File: config.mk
export PLATFORM = sky130hd
export DESIGN_NAME = fetch_ifid_stage
export DESIGN_NICKNAME = d
export VERILOG_FILES = /design/src/rtl/fetch_ifid_stage.sv
export SDC_FILE = /design/constraint.sdc
export NUM_CORES = 1
export LEC_CHECK = 0
export BUFFER_PORTS_ARGS = -buffer_cell sky130_fd_sc_hd__buf_4
export CAP_MARGIN = 20
export CORE_MARGIN = 3
export CORE_UTILIZATION = 45
export CTS_CLUSTER_DIAMETER = 120
export DETAILED_ROUTE_END_ITERATION = 8
export PLACE_DENSITY = 0.81
export SYNTH_ARGS = -nofsm -noshare
export SYNTH_HDL_FRONTEND = slang
export SYNTH_SLANG_ARGS = --single-unit
File: constraint.sdc
create_clock -name i_clk -period 2.3 [get_ports i_clk]
set_input_delay 0.115 -clock i_clk [delete_from_list [all_inputs] [get_ports i_clk]]
set_output_delay 0.115 -clock i_clk [all_outputs]
set_load 0.005 [all_outputs]
File: src/rtl/fetch_ifid_stage.sv
// fetch_ifid_stage: IF stage of a 5-stage MIPS pipeline.
//
// This block holds the PC and chooses the next PC from these sources:
//   branch redirect (EX/MEM), stall, J/JAL, JR/JALR, or PC+4.
// It also latches the fetched word, PC+4 and a valid bit into the IF/ID register.
// The instruction memory is external and reads combinationally (o_pc -> i_instr).
//
// Ports:
//   i_clk, i_reset          clock, synchronous active-high reset
//   i_enable                global pipeline enable; 0 freezes all state (reset still wins)
//   i_pc_write, i_IFID_write, i_flush_latch   hazard unit controls
//   i_EXMEM_flush, i_branch_target            taken-branch redirect from MEM
//   i_jump, i_jump_target, i_JALR, i_jalr_target   ID-stage jumps
//   i_HALT                  HALT decoded in ID; stops fetch until reset or an older redirect
//   i_instr                 instruction memory read data for o_pc
//   o_pc                    current PC / instruction address
//   o_IFID_instr, o_IFID_pc4, o_IFID_valid    IF/ID register contents
//   o_halted                fetch stopped by HALT
//   o_fetch_count, o_stall_count               perf counters
//
// Optional feature: define IF_PERF_CNT_EN to build the saturating perf counters.
// When it is undefined, both counter outputs are tied to zero.
//
// The PC also holds on the cycle HALT is seen. This stops fetch at the PC that was
// current when HALT reached ID.

module fetch_ifid_stage #(
    parameter int unsigned           BITS_SIZE = 32,
    parameter logic [BITS_SIZE-1:0]  PC_RESET  = '0,
    parameter int unsigned           BITS_CNT  = 32
) (
    input  logic                 i_clk,
    input  logic                 i_reset,
    input  logic                 i_enable,
    input  logic                 i_pc_write,
    input  logic                 i_IFID_write,
    input  logic                 i_flush_latch,
    input  logic                 i_EXMEM_flush,
    input  logic [BITS_SIZE-1:0] i_branch_target,
    input  logic                 i_jump,
    input  logic [BITS_SIZE-1:0] i_jump_target,
    input  logic                 i_JALR,
    input  logic [BITS_SIZE-1:0] i_jalr_target,
    input  logic                 i_HALT,
    input  logic [BITS_SIZE-1:0] i_instr,
    output logic [BITS_SIZE-1:0] o_pc,
    output logic [BITS_SIZE-1:0] o_IFID_instr,
    output logic [BITS_SIZE-1:0] o_IFID_pc4,
    output logic                 o_IFID_valid,
    output logic                 o_halted,
    output logic [BITS_CNT-1:0]  o_fetch_count,
    output logic [BITS_CNT-1:0]  o_stall_count
);

    typedef enum logic [0:0] {StRun, StHalted} state_e;

    state_e                state_q, state_d;
    logic [BITS_SIZE-1:0]  pc_q, pc_d;
    logic [BITS_SIZE-1:0]  ifid_instr_q, ifid_instr_d;
    logic [BITS_SIZE-1:0]  ifid_pc4_q, ifid_pc4_d;
    logic                  ifid_valid_q, ifid_valid_d;
    logic [BITS_SIZE-1:0]  pc_plus4;
    logic                  load_valid;

    assign pc_plus4 = pc_q + BITS_SIZE'(4);

    // FSM next state and next PC
    always_comb begin
        state_d = state_q;
        pc_d    = pc_q;
        if (i_enable) begin
            unique case (state_q)
                StRun: begin
                    if (i_EXMEM_flush) begin
                        pc_d = i_branch_target;  // redirect beats stall and HALT
                    end else if (i_HALT) begin
                        state_d = StHalted;
                    end else if (!i_pc_write) begin
                        pc_d = pc_q;
                    end else if (i_jump) begin
                        pc_d = i_jump_target;
                    end else if (i_JALR) begin
                        pc_d = i_jalr_target;
                    end else begin
                        pc_d = pc_plus4;
                    end
                end
                StHalted: begin
                    // An older taken branch squashes the younger HALT.
                    if (i_EXMEM_flush) begin
                        pc_d    = i_branch_target;
                        state_d = StRun;
                    end
                end
                default: state_d = StRun;
            endcase
        end
    end

    // IF/ID latch next value
    always_comb begin
        ifid_instr_d = ifid_instr_q;
        ifid_pc4_d   = ifid_pc4_q;
        ifid_valid_d = ifid_valid_q;
        load_valid   = 1'b0;
        if (i_enable) begin
            if (i_flush_latch) begin
                ifid_instr_d = '0;
                ifid_pc4_d   = '0;
                ifid_valid_d = 1'b0;
            end else if (!i_IFID_write) begin
                ifid_valid_d = ifid_valid_q;
            end else if (state_q == StHalted) begin
                ifid_instr_d = '0;
                ifid_pc4_d   = '0;
                ifid_valid_d = 1'b0;
            end else begin
                ifid_instr_d = i_instr;
                ifid_pc4_d   = pc_plus4;
                ifid_valid_d = 1'b1;
                load_valid   = 1'b1;
            end
        end
    end

    always_ff @(posedge i_clk) begin
        if (i_reset) begin
            state_q      <= StRun;
            pc_q         <= PC_RESET;
            ifid_instr_q <= '0;
            ifid_pc4_q   <= '0;
            ifid_valid_q <= 1'b0;
        end else begin
            state_q      <= state_d;
            pc_q         <= pc_d;
            ifid_instr_q <= ifid_instr_d;
            ifid_pc4_q   <= ifid_pc4_d;
            ifid_valid_q <= ifid_valid_d;
        end
    end

    assign o_pc         = pc_q;
    assign o_IFID_instr = ifid_instr_q;
    assign o_IFID_pc4   = ifid_pc4_q;
    assign o_IFID_valid = ifid_valid_q;
    assign o_halted     = (state_q == StHalted);

`ifdef IF_PERF_CNT_EN
    logic [BITS_CNT-1:0] fetch_cnt_q, fetch_cnt_d;
    logic [BITS_CNT-1:0] stall_cnt_q, stall_cnt_d;

    // Saturating counters
    always_comb begin
        fetch_cnt_d = fetch_cnt_q;
        stall_cnt_d = stall_cnt_q;
        if (load_valid && (fetch_cnt_q != '1)) begin
            fetch_cnt_d = fetch_cnt_q + BITS_CNT'(1);
        end
        if (i_enable && !i_IFID_write && !i_flush_latch && (stall_cnt_q != '1)) begin
            stall_cnt_d = stall_cnt_q + BITS_CNT'(1);
        end
    end

    always_ff @(posedge i_clk) begin
        if (i_reset) begin
            fetch_cnt_q <= '0;
            stall_cnt_q <= '0;
        end else begin
            fetch_cnt_q <= fetch_cnt_d;
            stall_cnt_q <= stall_cnt_d;
        end
    end

    assign o_fetch_count = fetch_cnt_q;
    assign o_stall_count = stall_cnt_q;
`else
    logic unused_load_valid;
    assign unused_load_valid = load_valid;
    assign o_fetch_count     = '0;
    assign o_stall_count     = '0;
`endif

endmodule

=== Word level (Yosys, flattened, before mapping) ===
Cells that the tools add are included.

* Bits in registers: 98
* Bits of input ports: 138
* Output and inout port bits: 162
* Word-level logic and storage cells: 33

* Add/sub/neg operators: 1
* Equality and inequality tests: 3
* Muxes and demuxes: 20
* Bitwise operators: 1
* Reductions and logical operators: 3

{| class="wikitable"
|+ Operators by type and width
! operator !! number
|-
| 2-to-1 mux 32 bit || 12
|-
| one-hot mux 32 bit (2 select lines) || 1
|-
| adder 32 x 3 -> 32 bit (second input constant) || 1
|-
| 2-to-1 mux 1 bit || 6
|-
| != test 3 bit (second input constant) || 2
|-
| AND reduction 4 bit || 1
|-
| != test 2 bit (second input constant) || 1
|-
| one-hot mux 1 bit (2 select lines) || 1
|-
| AND reduction 2 bit || 1
|-
| nonzero test 2 bit || 1
|-
| inverter 1 bit || 1
|}

=== Longest topological paths before layout ===
Gate-level depths: netlist (run 1).

* Depth after elaboration: 7
* Mapped depth: 8
* Mapped depth without buffers: 6

=== Worst setup path before layout (run 1) ===
No wires, ideal clock.

* Path kind: register -> register
* Start: register pc_q[2] (netlist: o_pc[2])
* End: register ifid_pc4_q[22] (netlist: o_IFID_pc4[22])
* Setup time: 0.117 ns
* Data arrival time: 1.756 ns
* Data required time: 2.183 ns
* Slack: 0.427 ns
* Stages on the path, launching flop included: 8
* Buffers on the path: 1
* Period minus slack after synthesis: 1.873 ns
* Path through: dfxtp_1 ha_1 and3_1 clkbuf_1 nand3_1 o31a_1 or2_0 a22o_1

* Word-level cells in the longest chain between the ends: 4

{| class="wikitable"
|+ Ends and longest elaborated chain
! item !! RTL line !! source
|-
| start, declared || 58 || <nowiki>logic [BITS_SIZE-1:0] pc_q, pc_d;</nowiki>
|-
| start signal, assigned || 135 || <nowiki>pc_q <= pc_d;</nowiki>
|-
| adder 32 x 3 -> 32 bit || 65 || <nowiki>assign pc_plus4 = pc_q + BITS_SIZE'(4);</nowiki>
|-
| 2-to-1 mux 32 bit || 113 || <nowiki>end else if (state_q == StHalted) begin</nowiki>
|-
| 2-to-1 mux 32 bit || 111 || <nowiki>end else if (!i_IFID_write) begin</nowiki>
|-
| 2-to-1 mux 32 bit || 107 || <nowiki>if (i_flush_latch) begin</nowiki>
|-
| end signal, assigned || 137 || <nowiki>ifid_pc4_q <= ifid_pc4_d;</nowiki>
|-
| end, declared || 60 || <nowiki>logic [BITS_SIZE-1:0] ifid_pc4_q, ifid_pc4_d;</nowiki>
|}

Every way passes these cells. The select of a mux whose other input is x is not followed.
A chain may end at the register's enable or synchronous reset.

=== Worst setup path after layout (run 1) ===
* Start: register pc_q[4] (netlist: o_pc[4])
* End: register pc_q[31] (netlist: o_pc[31])

* Word-level cells in the longest chain between the ends: 7

{| class="wikitable"
|+ Ends and longest elaborated chain
! item !! RTL line !! source
|-
| adder 32 x 3 -> 32 bit || 65 ||
|-
| 2-to-1 mux 32 bit || 82 || <nowiki>end else if (i_JALR) begin</nowiki>
|-
| 2-to-1 mux 32 bit || 80 || <nowiki>end else if (i_jump) begin</nowiki>
|-
| 2-to-1 mux 32 bit || 78 || <nowiki>end else if (!i_pc_write) begin</nowiki>
|-
| 2-to-1 mux 32 bit || 76 || <nowiki>end else if (i_HALT) begin</nowiki>
|-
| 2-to-1 mux 32 bit || 74 || <nowiki>if (i_EXMEM_flush) begin</nowiki>
|-
| one-hot mux 32 bit (2 select lines) || 72 || <nowiki>unique case (state_q)</nowiki>
|}

Every way passes these cells. The select of a mux whose other input is x is not followed.

==> impl_metrics.prom, run 1 <==
# TYPE chip_impl_metric gauge
chip_impl_metric{name="place_hpwl",unit="mm"} 14.5
chip_impl_metric{name="drt.antenna.violating_nets",unit=""} 0
chip_impl_metric{name="synth_async_sr_flop_share",unit="%"} 0
chip_impl_metric{name="routedWlPerCell",unit="µm"} 19.1
chip_impl_metric{name="congestion_overflow_gr",unit=""} 0
chip_impl_info{name="root_buffer_master",value="sky130_fd_sc_hd__clkbuf_16"} 1
chip_impl_info{name="yosysTopAreaCell",value="sky130_fd_sc_hd__dfxtp_1"} 1
chip_impl_metric{name="worst-endpoint-required",unit="ns"} 2.54
chip_impl_metric{name="yosys_warnings",unit=""} 0
chip_impl_metric{name="final_period_minus_worst_setup_slack",unit="ns"} 2.05
chip_impl_metric{name="nNetsFinal",unit=""} 1032
chip_impl_metric{name="synth.cell_area",unit="mm²"} 0.00546
chip_impl_metric{name="cts.clk_slew.worst_paths",unit="ns"} 0.06
chip_impl_metric{name="syn2layout_area_growth",unit="%"} 39.7
chip_impl_info{name="rr_startpoint",value="o_pc[4]$_SDFFE_PP0P_"} 1
chip_impl_metric{name="fp.dieH",unit="µm"} 116
chip_impl_metric{name="ports_placed_on_the_boundary",unit=""} 300
chip_impl_metric{name="worst_reg_to_reg_path_cell_count",unit=""} 5
chip_impl_info{name="run_status",value="finished clean"} 1
chip_impl_metric{name="pre_cts_setup_slack",unit="ns"} 0.298
chip_impl_metric{name="finalClockSkew",unit="ns"} 0.00828
chip_impl_metric{name="grt_first_pass_wirelength",unit="mm"} 29.3
chip_impl_metric{name="post_synth.cell_area_avg",unit="µm²"} 8.33
chip_impl_metric{name="synth_seq_cells",unit=""} 98
chip_impl_metric{name="maxSlewHeadroom",unit="%"} 58.4
chip_impl_metric{name="clkLatencyLatePin",unit="ns"} 0.35
chip_impl_info{name="worstSetupStartpoint",value="o_pc[4]$_SDFFE_PP0P_"} 1
chip_impl_metric{name="wl",unit="mm"} 19.8
chip_impl_metric{name="postCtsSetupBuffers",unit=""} 0
chip_impl_info{name="r2r-end",value="o_pc[31]$_SDFFE_PP0P_"} 1
chip_impl_metric{name="fin_tns_setup",unit="ns"} 0
chip_impl_info{name="rsz0062_at_grt",value="false"} 1
chip_impl_metric{name="placementRows",unit=""} 39
chip_impl_metric{name="synth_largest_type_area_fraction",unit="%"} 36.0
chip_impl_info{name="ys_top_cells_by_area",value="sky130_fd_sc_hd__dfxtp_1, sky130_fd_sc_hd__buf_4, sky130_fd_sc_hd__a22oi_1"} 1
chip_impl_info{name="crit_type",value="flip-flop to flip-flop"} 1
chip_impl_metric{name="setup_viol",unit=""} 0
chip_impl_info{name="synth.most_common_cell",value="sky130_fd_sc_hd__dfxtp_1"} 1
chip_impl_metric{name="post-route-period-util",unit="%"} 88.9
chip_impl_metric{name="initial_utilization",unit="%"} 47.0
chip_impl_metric{name="clock.fmax",unit="GHz"} 0.489
chip_impl_metric{name="setup.reg_to_reg.worst_slack",unit="ns"} 0.25
chip_impl_metric{name="worst-endpoint-arrival",unit="ns"} 2.29
chip_impl_metric{name="route.vias.total",unit=""} 5821
chip_impl_metric{name="insertedDiodeCount",unit=""} 0
chip_impl_metric{name="power_density",unit="mW/mm²"} 543
chip_impl_metric{name="max_cap_viols",unit=""} 0
chip_impl_metric{name="ratio_of_routed_vias_to_standard_cells",unit=""} 5.60
chip_impl_metric{name="initial_antenna_violation_count",unit=""} 0
chip_impl_metric{name="drt_iter0_drc",unit=""} 505
chip_impl_info{name="hold_path.class",value="input port to flip-flop"} 1
chip_impl_metric{name="ir_worst_vdd",unit="V"} 0.000468
chip_impl_metric{name="place.gp.congestion",unit=""} 0.930
chip_impl_metric{name="power.leakage",unit="nW"} 3.39
chip_impl_metric{name="worst-path-max-fanout",unit=""} 7
chip_impl_metric{name="synth-edff-count",unit=""} 0
chip_impl_metric{name="fp.dieArea",unit="mm²"} 0.0135
chip_impl_metric{name="clock_path_buffers",unit=""} 2
chip_impl_metric{name="final_hold_viol_count",unit=""} 0
chip_impl_metric{name="fin_ws",unit="ns"} 0.255
chip_impl_metric{name="drt-pass1-iter-count",unit=""} 5
chip_impl_metric{name="io_buffers",unit=""} 235
chip_impl_metric{name="grt_use_total",unit="%"} 27.9
chip_impl_metric{name="number_of_h_tree_branching_levels",unit=""} 3
chip_impl_metric{name="yosysSeqAreaShare",unit="%"} 36.0
chip_impl_info{name="crit_path_end",value="o_pc[31]$_SDFFE_PP0P_"} 1
chip_impl_metric{name="cts_inserted_buffers",unit=""} 9
chip_impl_metric{name="detail_route.drc_violations",unit=""} 0
chip_impl_metric{name="overall_die_width",unit="µm"} 116
chip_impl_metric{name="timing_worst_slew_pin_value",unit="ns"} 0.621
chip_impl_metric{name="layout-drive-gt1-share",unit="%"} 32.2
chip_impl_metric{name="grt_max_degree",unit=""} 56
chip_impl_info{name="yosys_most_used_dff",value="sky130_fd_sc_hd__dfxtp_1"} 1
chip_impl_metric{name="maxSlewViolCount",unit=""} 0
chip_impl_metric{name="clock-sinks",unit=""} 98
chip_impl_info{name="worstSetupEndpointType",value="flip-flop"} 1
chip_impl_metric{name="final_cell_area",unit="mm²"} 0.00762
chip_impl_metric{name="floorplan.core_area",unit="mm²"} 0.0116
chip_impl_metric{name="placed_cell_area",unit="mm²"} 0.00716
chip_impl_metric{name="synthDistinctLibCells",unit=""} 60
chip_impl_info{name="tritoncts",value="yes"} 1
chip_impl_metric{name="via_count_of_the_first_global_routing_pass",unit=""} 5615
chip_impl_metric{name="postSynthCellCount",unit=""} 655
chip_impl_info{name="cp-start-kind",value="flip-flop"} 1
chip_impl_info{name="ys_top_cells_by_count",value="sky130_fd_sc_hd__dfxtp_1, sky130_fd_sc_hd__nor2_1, sky130_fd_sc_hd__buf_4"} 1
==> state kept, by name, indices dropped and copies added, names as in the netlist <==
name and flops:
o_IFID_instr 32, o_IFID_pc4 32, o_IFID_valid 1, o_pc 32, o_halted 1
==> how the worst min path moves through the flow <==
| stage | slack (ns) | end | cells past startpoint | from |
|---|---|---|---|---|
| 2_1_floorplan | 0.26 | o_IFID_instr[0]$_SDFFE_PP0P_ | 2 | i_instr[0] |
| 6_report | 0.004 | o_IFID_instr[31]$_SDFFE_PP0P_ | 3 | i_instr[31] |
| 5_1_grt | 0.002 | o_IFID_instr[7]$_SDFFE_PP0P_ | 3 | i_instr[7] |
| 4_1_cts | 0.0004 | o_IFID_instr[31]$_SDFFE_PP0P_ | 3 | i_instr[31] |
| 3_5_place_dp | 0.36 | o_IFID_instr[11]$_SDFFE_PP0P_ | 3 | i_instr[11] |
| 3_3_place_gp | 0.35 | o_IFID_instr[6]$_SDFFE_PP0P_ | 3 | i_instr[6] |
==> repair_timing <==
| action | in CTS | in global routing |
|---|---|---|
| setup endpoints to repair | 0 | 0 |
| hold buffers | 20 | 0 |
| hold endpoints to repair | 20 | 0 |
| gates resized for setup | 0 | 0 |
==> critical path, stage by stage (launching register included) <==
cell and delay (ns):
sky130_fd_sc_hd__dfxtp_1 0.44, sky130_fd_sc_hd__nand4_1 0.30, sky130_fd_sc_hd__nor4_4 0.49, sky130_fd_sc_hd__and4_1 0.32
sky130_fd_sc_hd__o22ai_1 0.08, sky130_fd_sc_hd__a221o_1 0.29
==> metal layers <==
layer	GRT usage, %	part of all wire (%)	vias to the layer above
li1	-	-	2756
met1	33.1	38	2713
met2	47.9	49	319
met3	8.13	11	33
met4	10.9	2.4	0
met5	0	0	-
==> cells in the final DEF, fill, tap and decap left out, types with 4 or more instances in the layout <==
cell                            instances
sky130_fd_sc_hd__clkbuf_16              9
sky130_fd_sc_hd__nor2_1                91
sky130_fd_sc_hd__a211oi_1               7
sky130_fd_sc_hd__nand4_1               11
sky130_fd_sc_hd__o22ai_1                7
sky130_fd_sc_hd__a22o_1                14
sky130_fd_sc_hd__a22oi_1               48
sky130_fd_sc_hd__a32oi_1                4
sky130_fd_sc_hd__nor4_1                 5
sky130_fd_sc_hd__a221o_1                9
sky130_fd_sc_hd__conb_1                64
sky130_fd_sc_hd__dlygate4sd3_1         20
sky130_fd_sc_hd__nor3_1                20
sky130_fd_sc_hd__buf_4                258
sky130_fd_sc_hd__xor2_1                 5
sky130_fd_sc_hd__and3_1                 5
sky130_fd_sc_hd__dfxtp_1               98
sky130_fd_sc_hd__a221oi_1              11
sky130_fd_sc_hd__xnor2_1               20
sky130_fd_sc_hd__o21ai_0               18
sky130_fd_sc_hd__and2_1                 6
sky130_fd_sc_hd__o31a_1                 4
sky130_fd_sc_hd__nand2_1               25
sky130_fd_sc_hd__nand2b_1               4
sky130_fd_sc_hd__inv_1                  6
sky130_fd_sc_hd__a21oi_1               26
sky130_fd_sc_hd__or3_1                  9
sky130_fd_sc_hd__nand3_1               16
sky130_fd_sc_hd__o211ai_1              10
==> cells by family (layout without fill, tap and decap cells) <==
logic type / count (synthesis) / in the layout / synth area share [%]
other: 1 / 64 / 0.0687
AND/OR/NAND/NOR: 218 / 218 / 20.9
multiplexers: 3 / 3 / 0.550
XOR/XNOR: 25 / 25 / 4.01
adder cells (fa/ha/maj): 1 / 1 / 0.229
AO/OA/AOI/OAI: 188 / 188 / 25.2
flip-flops: 98 / 98 / 36.0
buffers and inverters: 121 / 300 / 13.0
==> final cells by class <==
cell class / count / area, µm²
clock buffers: 13 / 250
clock inverters: 2 / 13.8
fillers: 996 / 3990
inverters: 6 / 22.5
multi-input cells: 499 / 3040
flip-flops and latches: 98 / 1960
well taps: 143 / 179
repair buffers: 279 / 2160
==> where the power goes <==
| group | switching [mW] | internal [mW] | leakage [nW] | total (mW) |
|---|---|---|---|---|
| sequential | 0.0961 | 1.77 | 0.799 | 1.87 |
| clock | 0.658 | 0.760 | 0.130 | 1.42 |
| combinational | 0.424 | 0.430 | 2.47 | 0.855 |
| total | 1.18 | 2.96 | 3.39 | 4.14 |
==> through the flow <==
stage	utilization (%)	std cells	power, mW	hold WS (ns)
4_1_cts	65.7	1040	4.14	0.000439
5_1_grt	65.7	1040	4.30	0.00185
3_3_place_gp	61.7	1005	2.71	0.347
3_5_place_dp	61.7	1005	2.72	0.356
6_report	65.7	1040	4.14	0.00400
2_1_floorplan	-	718	2.34	0.263
Power figures use the tool's default switching activity.
==> run 2, diff against run 1 <==
--- a/config.mk
+++ b/config.mk
@@ -11,6 +11,7 @@
 export CORE_UTILIZATION = 45
 export CTS_CLUSTER_DIAMETER = 120
 export DETAILED_ROUTE_END_ITERATION = 8
+export HOLD_SLACK_MARGIN = 0.15
 export PLACE_DENSITY = 0.81
 export SYNTH_ARGS = -nofsm -noshare
 export SYNTH_HDL_FRONTEND = slang
==> run 2 against run 1 <==
Net effect:
- fmax fell by 4.6%
- combinational power rose by 6.5%
- power rose by 1.3%
- critical endpoint is now o_pc[3]$_SDFFE_PP0P_
==> impl_metrics.prom, run 2 (synthesis results as in run 1) <==
# TYPE chip_impl_metric gauge
chip_impl_metric{name="share_comb_of_total_power",unit="%"} 21.7
chip_impl_info{name="rr_startpoint",value="o_halted$_SDFFE_PP0P_"} 1
chip_impl_metric{name="hold_depth",unit=""} 5
chip_impl_metric{name="setup_viol",unit=""} 0
chip_impl_metric{name="fp.dieArea",unit="mm²"} 0.0135
chip_impl_metric{name="clock-sinks",unit=""} 98
chip_impl_metric{name="via_count_of_the_first_global_routing_pass",unit=""} 5789
chip_impl_metric{name="final_cell_area",unit="mm²"} 0.00797
chip_impl_metric{name="ratio_of_routed_vias_to_standard_cells",unit=""} 5.63
chip_impl_metric{name="worst-endpoint-arrival",unit="ns"} 2.44
chip_impl_metric{name="ir_worst_vdd",unit="V"} 0.000420
chip_impl_metric{name="fin_ws",unit="ns"} 0.156
chip_impl_info{name="crit_type",value="input port to flip-flop"} 1
chip_impl_metric{name="cts_inserted_buffers",unit=""} 9
chip_impl_metric{name="initial_utilization",unit="%"} 47.0
chip_impl_metric{name="fin_tns_setup",unit="ns"} 0
chip_impl_metric{name="place.gp.congestion",unit=""} 0.930
chip_impl_info{name="cp_cell_sequence",value="dlygate4sd3_1 -> buf_4 -> nor2_2 -> buf_4 -> o211ai_1 -> a311oi_1 -> dlygate4sd3_1"} 1
chip_impl_metric{name="layout-drive-gt1-share",unit="%"} 31.0
chip_impl_metric{name="worst-endpoint-required",unit="ns"} 2.59
chip_impl_metric{name="multi_input_area",unit="mm²"} 0.00304
chip_impl_metric{name="final_hold_viol_count",unit=""} 0
chip_impl_metric{name="ports_placed_on_the_boundary",unit=""} 300
chip_impl_metric{name="setup.reg_to_reg.worst_slack",unit="ns"} 0.23
chip_impl_metric{name="grt_first_pass_wirelength",unit="mm"} 30.2
chip_impl_info{name="cp-start-kind",value="input port"} 1
chip_impl_metric{name="finalClockSkew",unit="ns"} 0.00806
chip_impl_metric{name="clock_path_buffers",unit=""} 2
chip_impl_metric{name="placed_cell_area",unit="mm²"} 0.00716
chip_impl_metric{name="routedWlPerCell",unit="µm"} 19.2
chip_impl_metric{name="overall_die_width",unit="µm"} 116
chip_impl_info{name="path_delay_family",value="buffers and inverters"} 1
chip_impl_metric{name="timing.critical_path.buf_inv",unit=""} 4
chip_impl_metric{name="finalHoldWorstSlack",unit="ns"} 0.157
chip_impl_metric{name="grt_use_total",unit="%"} 28.9
chip_impl_info{name="layout.cells.most_common",value="sky130_fd_sc_hd__buf_4"} 1
chip_impl_metric{name="insertedDiodeCount",unit=""} 0
chip_impl_info{name="tritoncts",value="yes"} 1
chip_impl_metric{name="intPower",unit="mW"} 3.00
chip_impl_metric{name="drt-pass1-iter-count",unit=""} 6
chip_impl_metric{name="wl",unit="mm"} 20.6
chip_impl_metric{name="power_density",unit="mW/mm²"} 527
chip_impl_metric{name="drt.antenna.violating_nets",unit=""} 0
chip_impl_metric{name="p_switching",unit="mW"} 1.19
chip_impl_metric{name="final_cell_count_no_fill",unit=""} 1074
chip_impl_metric{name="syn2layout_area_growth",unit="%"} 46.0
chip_impl_metric{name="nNetsFinal",unit=""} 1066
chip_impl_metric{name="worst-path-max-fanout",unit=""} 15
chip_impl_metric{name="place_hpwl",unit="mm"} 14.5
chip_impl_metric{name="io_buffers",unit=""} 235
chip_impl_metric{name="clkLatencyLatePin",unit="ns"} 0.35
chip_impl_info{name="root_buffer_master",value="sky130_fd_sc_hd__clkbuf_16"} 1
chip_impl_metric{name="placementRows",unit=""} 39
chip_impl_metric{name="post-route-period-util",unit="%"} 93.2
chip_impl_metric{name="number_of_h_tree_branching_levels",unit=""} 3
chip_impl_metric{name="max_cap_viols",unit=""} 0
chip_impl_metric{name="drt_iter0_drc",unit=""} 507
chip_impl_metric{name="power_frac_seq",unit="%"} 44.6
chip_impl_metric{name="cpPeakStageDelay",unit="ns"} 0.57
chip_impl_info{name="min-delay-start",value="i_branch_target[16]"} 1
chip_impl_metric{name="worst_reg_to_reg_path_cell_count",unit=""} 6
chip_impl_metric{name="fillCellCount",unit=""} 929
chip_impl_metric{name="p_sw_share",unit="%"} 28.4
chip_impl_metric{name="number_of_placed_instances_with_taps_included",unit=""} 1005
chip_impl_info{name="min_delay_worst_endpoint",value="o_pc[16]$_SDFFE_PP0P_"} 1
chip_impl_info{name="rsz0062_at_grt",value="false"} 1
chip_impl_metric{name="congestion_overflow_gr",unit=""} 0
chip_impl_metric{name="clock_power_share",unit="%"} 33.7
chip_impl_metric{name="fp.dieH",unit="µm"} 116
chip_impl_info{name="hold_path.class",value="input port to flip-flop"} 1
chip_impl_metric{name="seq_area",unit="mm²"} 0.00196
chip_impl_info{name="worstSetupEndpointType",value="flip-flop"} 1
chip_impl_metric{name="timing_worst_slew_pin_value",unit="ns"} 0.616
chip_impl_info{name="run_status",value="finished clean"} 1
chip_impl_info{name="layout.cells.most_common_list",value="sky130_fd_sc_hd__buf_4, sky130_fd_sc_hd__dfxtp_1, sky130_fd_sc_hd__nor2_1"} 1
chip_impl_metric{name="detail_route.drc_violations",unit=""} 0
chip_impl_metric{name="grt_max_degree",unit=""} 56
chip_impl_metric{name="floorplan.core_area",unit="mm²"} 0.0116
chip_impl_metric{name="clock.fmax",unit="GHz"} 0.466
chip_impl_metric{name="pre_cts_setup_slack",unit="ns"} 0.298
chip_impl_metric{name="maxSlewViolCount",unit=""} 0
chip_impl_metric{name="final_period_minus_worst_setup_slack",unit="ns"} 2.14
chip_impl_metric{name="route.vias.total",unit=""} 6046
chip_impl_info{name="r2r-end",value="o_pc[3]$_SDFFE_PP0P_"} 1
chip_impl_info{name="worstSetupStartpoint",value="i_EXMEM_flush"} 1
chip_impl_metric{name="maxSlewHeadroom",unit="%"} 59.0
chip_impl_metric{name="initial_antenna_violation_count",unit=""} 0
chip_impl_metric{name="power.leakage",unit="nW"} 3.54
chip_impl_info{name="worst_path_max_delay_cell",value="sky130_fd_sc_hd__dlygate4sd3_1"} 1
chip_impl_metric{name="cts.clk_slew.worst_paths",unit="ns"} 0.07
## run 2: cell types whose count changed in the layout (fill, tap and decap cells not counted)
cell | before | now
sky130_fd_sc_hd__dlygate4sd3_1 | 20 | 54
## run 2: power by group through the flow
| stage | sequential [mW] | combinational [mW] | clock (mW) |
|---|---|---|---|
| after detailed placement | 1.90 | 0.816 | 0 |
| after global routing | 1.88 | 0.982 | 1.49 |
| after CTS | 1.87 | 0.892 | 1.43 |
| after floorplan | 1.89 | 0.453 | 0 |
| after global placement | 1.90 | 0.808 | 0 |
| final | 1.87 | 0.911 | 1.41 |
## run 2: worst max path at each step
stage / slack, ns / end / depth (start not counted)
floorplan: 0.43 / o_IFID_pc4[22]$_SDFFE_PP0P_ / 7
global placement: 0.33 / o_pc[31]$_SDFFE_PP0P_ / 5
detailed placement: 0.30 / o_pc[31]$_SDFFE_PP0P_ / 5
CTS: 0.18 / o_pc[3]$_SDFFE_PP0P_ / 7
global route: 0.02 / o_pc[3]$_SDFFE_PP0P_ / 7
finish: 0.16 / o_pc[3]$_SDFFE_PP0P_ / 7
## run 2: area by class of cell
| type | count | area share, % |
|---|---|---|
| Clock buffer | 13 | 3.14 |
| Clock inverter | 2 | 0.173 |
| Inverter | 6 | 0.283 |
| Multi-Input combinational cell | 499 | 38.2 |
| Sequential cell | 98 | 24.6 |
| Tap cell | 143 | 2.25 |
| Timing Repair Buffer | 313 | 31.4 |
## run 2: routing by layer
layer	share of wire (%)	GRT usage [%]	up-vias	wire length, µm
li1	-	-	2833	-
met3	11	8.55	40	2280
met4	2.6	11.0	0	545
met5	0	0	-	0
met1	38	33.9	2817	7750
met2	49	49.8	356	10000
## run 2: tightest hold or removal path: stages
cell,delay (ns)
sky130_fd_sc_hd__buf_4,0.11
sky130_fd_sc_hd__nor2_1,0.09
sky130_fd_sc_hd__nor2_1,0.04
sky130_fd_sc_hd__o21ai_0,0.06
sky130_fd_sc_hd__a21oi_1,0.04
## run 2: what timing repair did
action | 4_1_cts | 5_1_grt
buffers inserted | 0 | 0
hold buffers | 54 | 0
gates resized for setup | 0 | 0
hold endpoints to repair | 52 | 0
## run 2: per-stage QoR
| stage | util (%) | power (mW) |
|---|---|---|
| finish | 68.6 | 4.19 |
| global route | 68.6 | 4.35 |
| CTS | 68.6 | 4.19 |
| detailed placement | 61.7 | 2.72 |
| global placement | 61.7 | 2.71 |
| floorplan | - | 2.34 |
==> run 3, diff against run 2 <==
--- a/config.mk
+++ b/config.mk
@@ -13,6 +13,7 @@
 export DETAILED_ROUTE_END_ITERATION = 8
 export HOLD_SLACK_MARGIN = 0.15
 export PLACE_DENSITY = 0.81
+export REMOVE_ABC_BUFFERS = 1
 export SYNTH_ARGS = -nofsm -noshare
 export SYNTH_HDL_FRONTEND = slang
 export SYNTH_SLANG_ARGS = --single-unit
==> run 3 against run 2 <==
Net effect:
- setup slack got worse by 0.029 ns
- fmax fell by 1.3%
- sequential share of layout area barely moved
- power rose by 0.80%
- utilization barely moved
- hold slack improved by 0.0030 ns
- non-clock buffer count did not move
- combinational power fell by 2%
- clock power rose by 4%
- sequential cell count did not move
- clock skew rose by 0.00096 ns
- critical path depth fell by 2
- critical path type is now flip-flop to flip-flop
- critical endpoint is now o_pc[31]$_SDFFE_PP0P_
==> impl_metrics.prom, run 3 (synthesis results as in run 1) <==
# TYPE chip_impl_metric gauge
chip_impl_info{name="run_status",value="finished clean"} 1
chip_impl_metric{name="final_period_minus_worst_setup_slack",unit="ns"} 2.17
chip_impl_metric{name="power.leakage",unit="nW"} 3.53
chip_impl_metric{name="max_cap_viols",unit=""} 0
chip_impl_metric{name="fin_ws",unit="ns"} 0.128
chip_impl_metric{name="final_hold_viol_count",unit=""} 0
chip_impl_metric{name="post-route-period-util",unit="%"} 94.5
chip_impl_metric{name="grt_max_degree",unit=""} 51
chip_impl_metric{name="detail_route.drc_violations",unit=""} 0
chip_impl_metric{name="floorplan.core_area",unit="mm²"} 0.0116
chip_impl_metric{name="power_density",unit="mW/mm²"} 531
chip_impl_metric{name="wl",unit="mm"} 20.6
chip_impl_metric{name="fp.dieH",unit="µm"} 116
chip_impl_metric{name="clock.fmax",unit="GHz"} 0.460
chip_impl_metric{name="initial_antenna_violation_count",unit=""} 0
chip_impl_metric{name="drt_iter0_drc",unit=""} 509
chip_impl_metric{name="ports_placed_on_the_boundary",unit=""} 300
chip_impl_info{name="worstSetupEndpointType",value="flip-flop"} 1
chip_impl_info{name="rr_startpoint",value="o_pc[3]$_SDFFE_PP0P_"} 1
chip_impl_metric{name="io_buffers",unit=""} 235
chip_impl_metric{name="cts-hold-fix-buffers",unit=""} 53
chip_impl_metric{name="fp.dieArea",unit="mm²"} 0.0135
chip_impl_info{name="crit_type",value="flip-flop to flip-flop"} 1
chip_impl_metric{name="maxSlewViolCount",unit=""} 0
chip_impl_metric{name="ir_worst_vdd",unit="V"} 0.000343
chip_impl_metric{name="ratio_of_routed_vias_to_standard_cells",unit=""} 5.77
chip_impl_metric{name="layout-drive-gt1-share",unit="%"} 31.6
chip_impl_metric{name="cts.clk_slew.worst_paths",unit="ns"} 0.07
chip_impl_metric{name="grt_first_pass_wirelength",unit="mm"} 30.3
chip_impl_metric{name="worst-path-max-fanout",unit=""} 7
chip_impl_metric{name="clock_path_buffers",unit=""} 2
chip_impl_metric{name="route.vias.total",unit=""} 6199
chip_impl_metric{name="finalClockSkew",unit="ns"} 0.00903
chip_impl_metric{name="pre_cts_setup_slack",unit="ns"} 0.202
chip_impl_metric{name="fillCellCount",unit=""} 957
chip_impl_metric{name="insertedDiodeCount",unit=""} 0
chip_impl_metric{name="utilization",unit="%"} 68.6
chip_impl_info{name="tritoncts",value="yes"} 1
chip_impl_info{name="rsz0062_at_grt",value="false"} 1
chip_impl_metric{name="placementRows",unit=""} 39
chip_impl_metric{name="drt.antenna.violating_nets",unit=""} 0
chip_impl_info{name="cp-start-kind",value="flip-flop"} 1
chip_impl_metric{name="overall_die_width",unit="µm"} 116
chip_impl_metric{name="cts_inserted_buffers",unit=""} 9
chip_impl_metric{name="number_of_h_tree_branching_levels",unit=""} 3
chip_impl_metric{name="drt-pass1-iter-count",unit=""} 7
chip_impl_info{name="r2r-end",value="o_pc[31]$_SDFFE_PP0P_"} 1
chip_impl_metric{name="worst_reg_to_reg_path_cell_count",unit=""} 5
chip_impl_metric{name="initial_utilization",unit="%"} 47.0
chip_impl_metric{name="setup.reg_to_reg.worst_slack",unit="ns"} 0.13
chip_impl_metric{name="maxSlewHeadroom",unit="%"} 55.3
chip_impl_metric{name="worst-endpoint-required",unit="ns"} 2.54
chip_impl_metric{name="postCtsSetupBuffers",unit=""} 0
chip_impl_metric{name="clock-sinks",unit=""} 98
chip_impl_metric{name="worst-endpoint-arrival",unit="ns"} 2.41
chip_impl_metric{name="syn2layout_area_growth",unit="%"} 46.0
chip_impl_metric{name="setup_viol",unit=""} 0
chip_impl_info{name="root_buffer_master",value="sky130_fd_sc_hd__clkbuf_16"} 1
chip_impl_metric{name="grt_use_total",unit="%"} 28.7
chip_impl_metric{name="routedWlPerCell",unit="µm"} 19.2
chip_impl_info{name="min-delay-start",value="i_branch_target[24]"} 1
chip_impl_metric{name="number_of_gates_given_a_new_drive_strength_after_cts",unit=""} 0
chip_impl_metric{name="nNetsFinal",unit=""} 1066
chip_impl_metric{name="congestion_overflow_gr",unit=""} 0
chip_impl_info{name="layout.cells.most_common",value="sky130_fd_sc_hd__buf_4"} 1
chip_impl_metric{name="place.gp.congestion",unit=""} 0.887
chip_impl_info{name="layout.cells.most_common_list",value="sky130_fd_sc_hd__buf_4, sky130_fd_sc_hd__dfxtp_1, sky130_fd_sc_hd__nor2_1"} 1
chip_impl_info{name="hold_path.class",value="input port to flip-flop"} 1
chip_impl_metric{name="place_hpwl",unit="mm"} 14.6
chip_impl_metric{name="via_count_of_the_first_global_routing_pass",unit=""} 5857
chip_impl_metric{name="timing_worst_slew_pin_value",unit="ns"} 0.671
chip_impl_metric{name="clkLatencyLatePin",unit="ns"} 0.35
chip_impl_metric{name="hold_depth",unit=""} 5
chip_impl_info{name="min_delay_worst_endpoint",value="o_pc[24]$_SDFFE_PP0P_"} 1
==> run 3: area by class of cell <==
class                      instances  area [µm²]  area share, %
clock inverter                     6        52.6          0.660
tap                              143         179           2.25
inverter                           6        22.5          0.283
clock buffer                       9         225           2.83
multi-input combinational        499        3040           38.2
timing repair buffer             313        2480           31.2
sequential                        98        1960           24.6
==> run 3: how the worst max path moves through the flow <==
| stage | from | end | cells after the start |
|---|---|---|---|
| finish | o_pc[3]$_SDFFE_PP0P_ | o_pc[31]$_SDFFE_PP0P_ | 5 |
| global route | o_pc[3]$_SDFFE_PP0P_ | o_pc[31]$_SDFFE_PP0P_ | 5 |
| CTS | o_pc[10]$_SDFFE_PP0P_ | o_pc[30]$_SDFFE_PP0P_ | 5 |
| detailed placement | o_pc[11]$_SDFFE_PP0P_ | o_pc[30]$_SDFFE_PP0P_ | 5 |
| global placement | o_pc[10]$_SDFFE_PP0P_ | o_pc[30]$_SDFFE_PP0P_ | 5 |
| floorplan | i_flush_latch | o_IFID_instr[0]$_SDFFE_PP0P_ | 4 |
==> run 3: critical path, cell delays in order (launching register included) <==
cell,delay (ns)
sky130_fd_sc_hd__dfxtp_1,0.44
sky130_fd_sc_hd__nand4_1,0.35
sky130_fd_sc_hd__nor4_4,0.56
sky130_fd_sc_hd__and4_1,0.34
sky130_fd_sc_hd__o22ai_1,0.08
sky130_fd_sc_hd__a221o_1,0.29
==> run 3: power breakdown <==
group	leakage [nW]	switching, mW	total, mW	internal, mW
logic	2.61	0.431	0.894	0.463
registers	0.799	0.102	1.88	1.77
clock network	0.130	0.714	1.46	0.744
==> run 3: layer usage <==
metal,share of wire (%),global-route usage (%),vias to the layer above
met5,0,0,-
met4,3.9,13.1,0
met3,10,5.23,64
met2,48,47.6,396
met1,38,36.4,2909
li1,-,-,2830
==> run 3: metrics by stage <==
stage                     cell area, µm²  TNS, ns  hold WS (ns)  cells  power, mW
final                               7970        0         0.160   1074       4.23
after global routing                7970        0         0.188   1074       4.38
after CTS                           7970        0         0.152   1074       4.21
after detailed placement            7160        0         0.358   1006       2.71
after global placement              7160        0         0.348   1006       2.70
after floorplan                     5010   -80.96         0.184    603       2.21
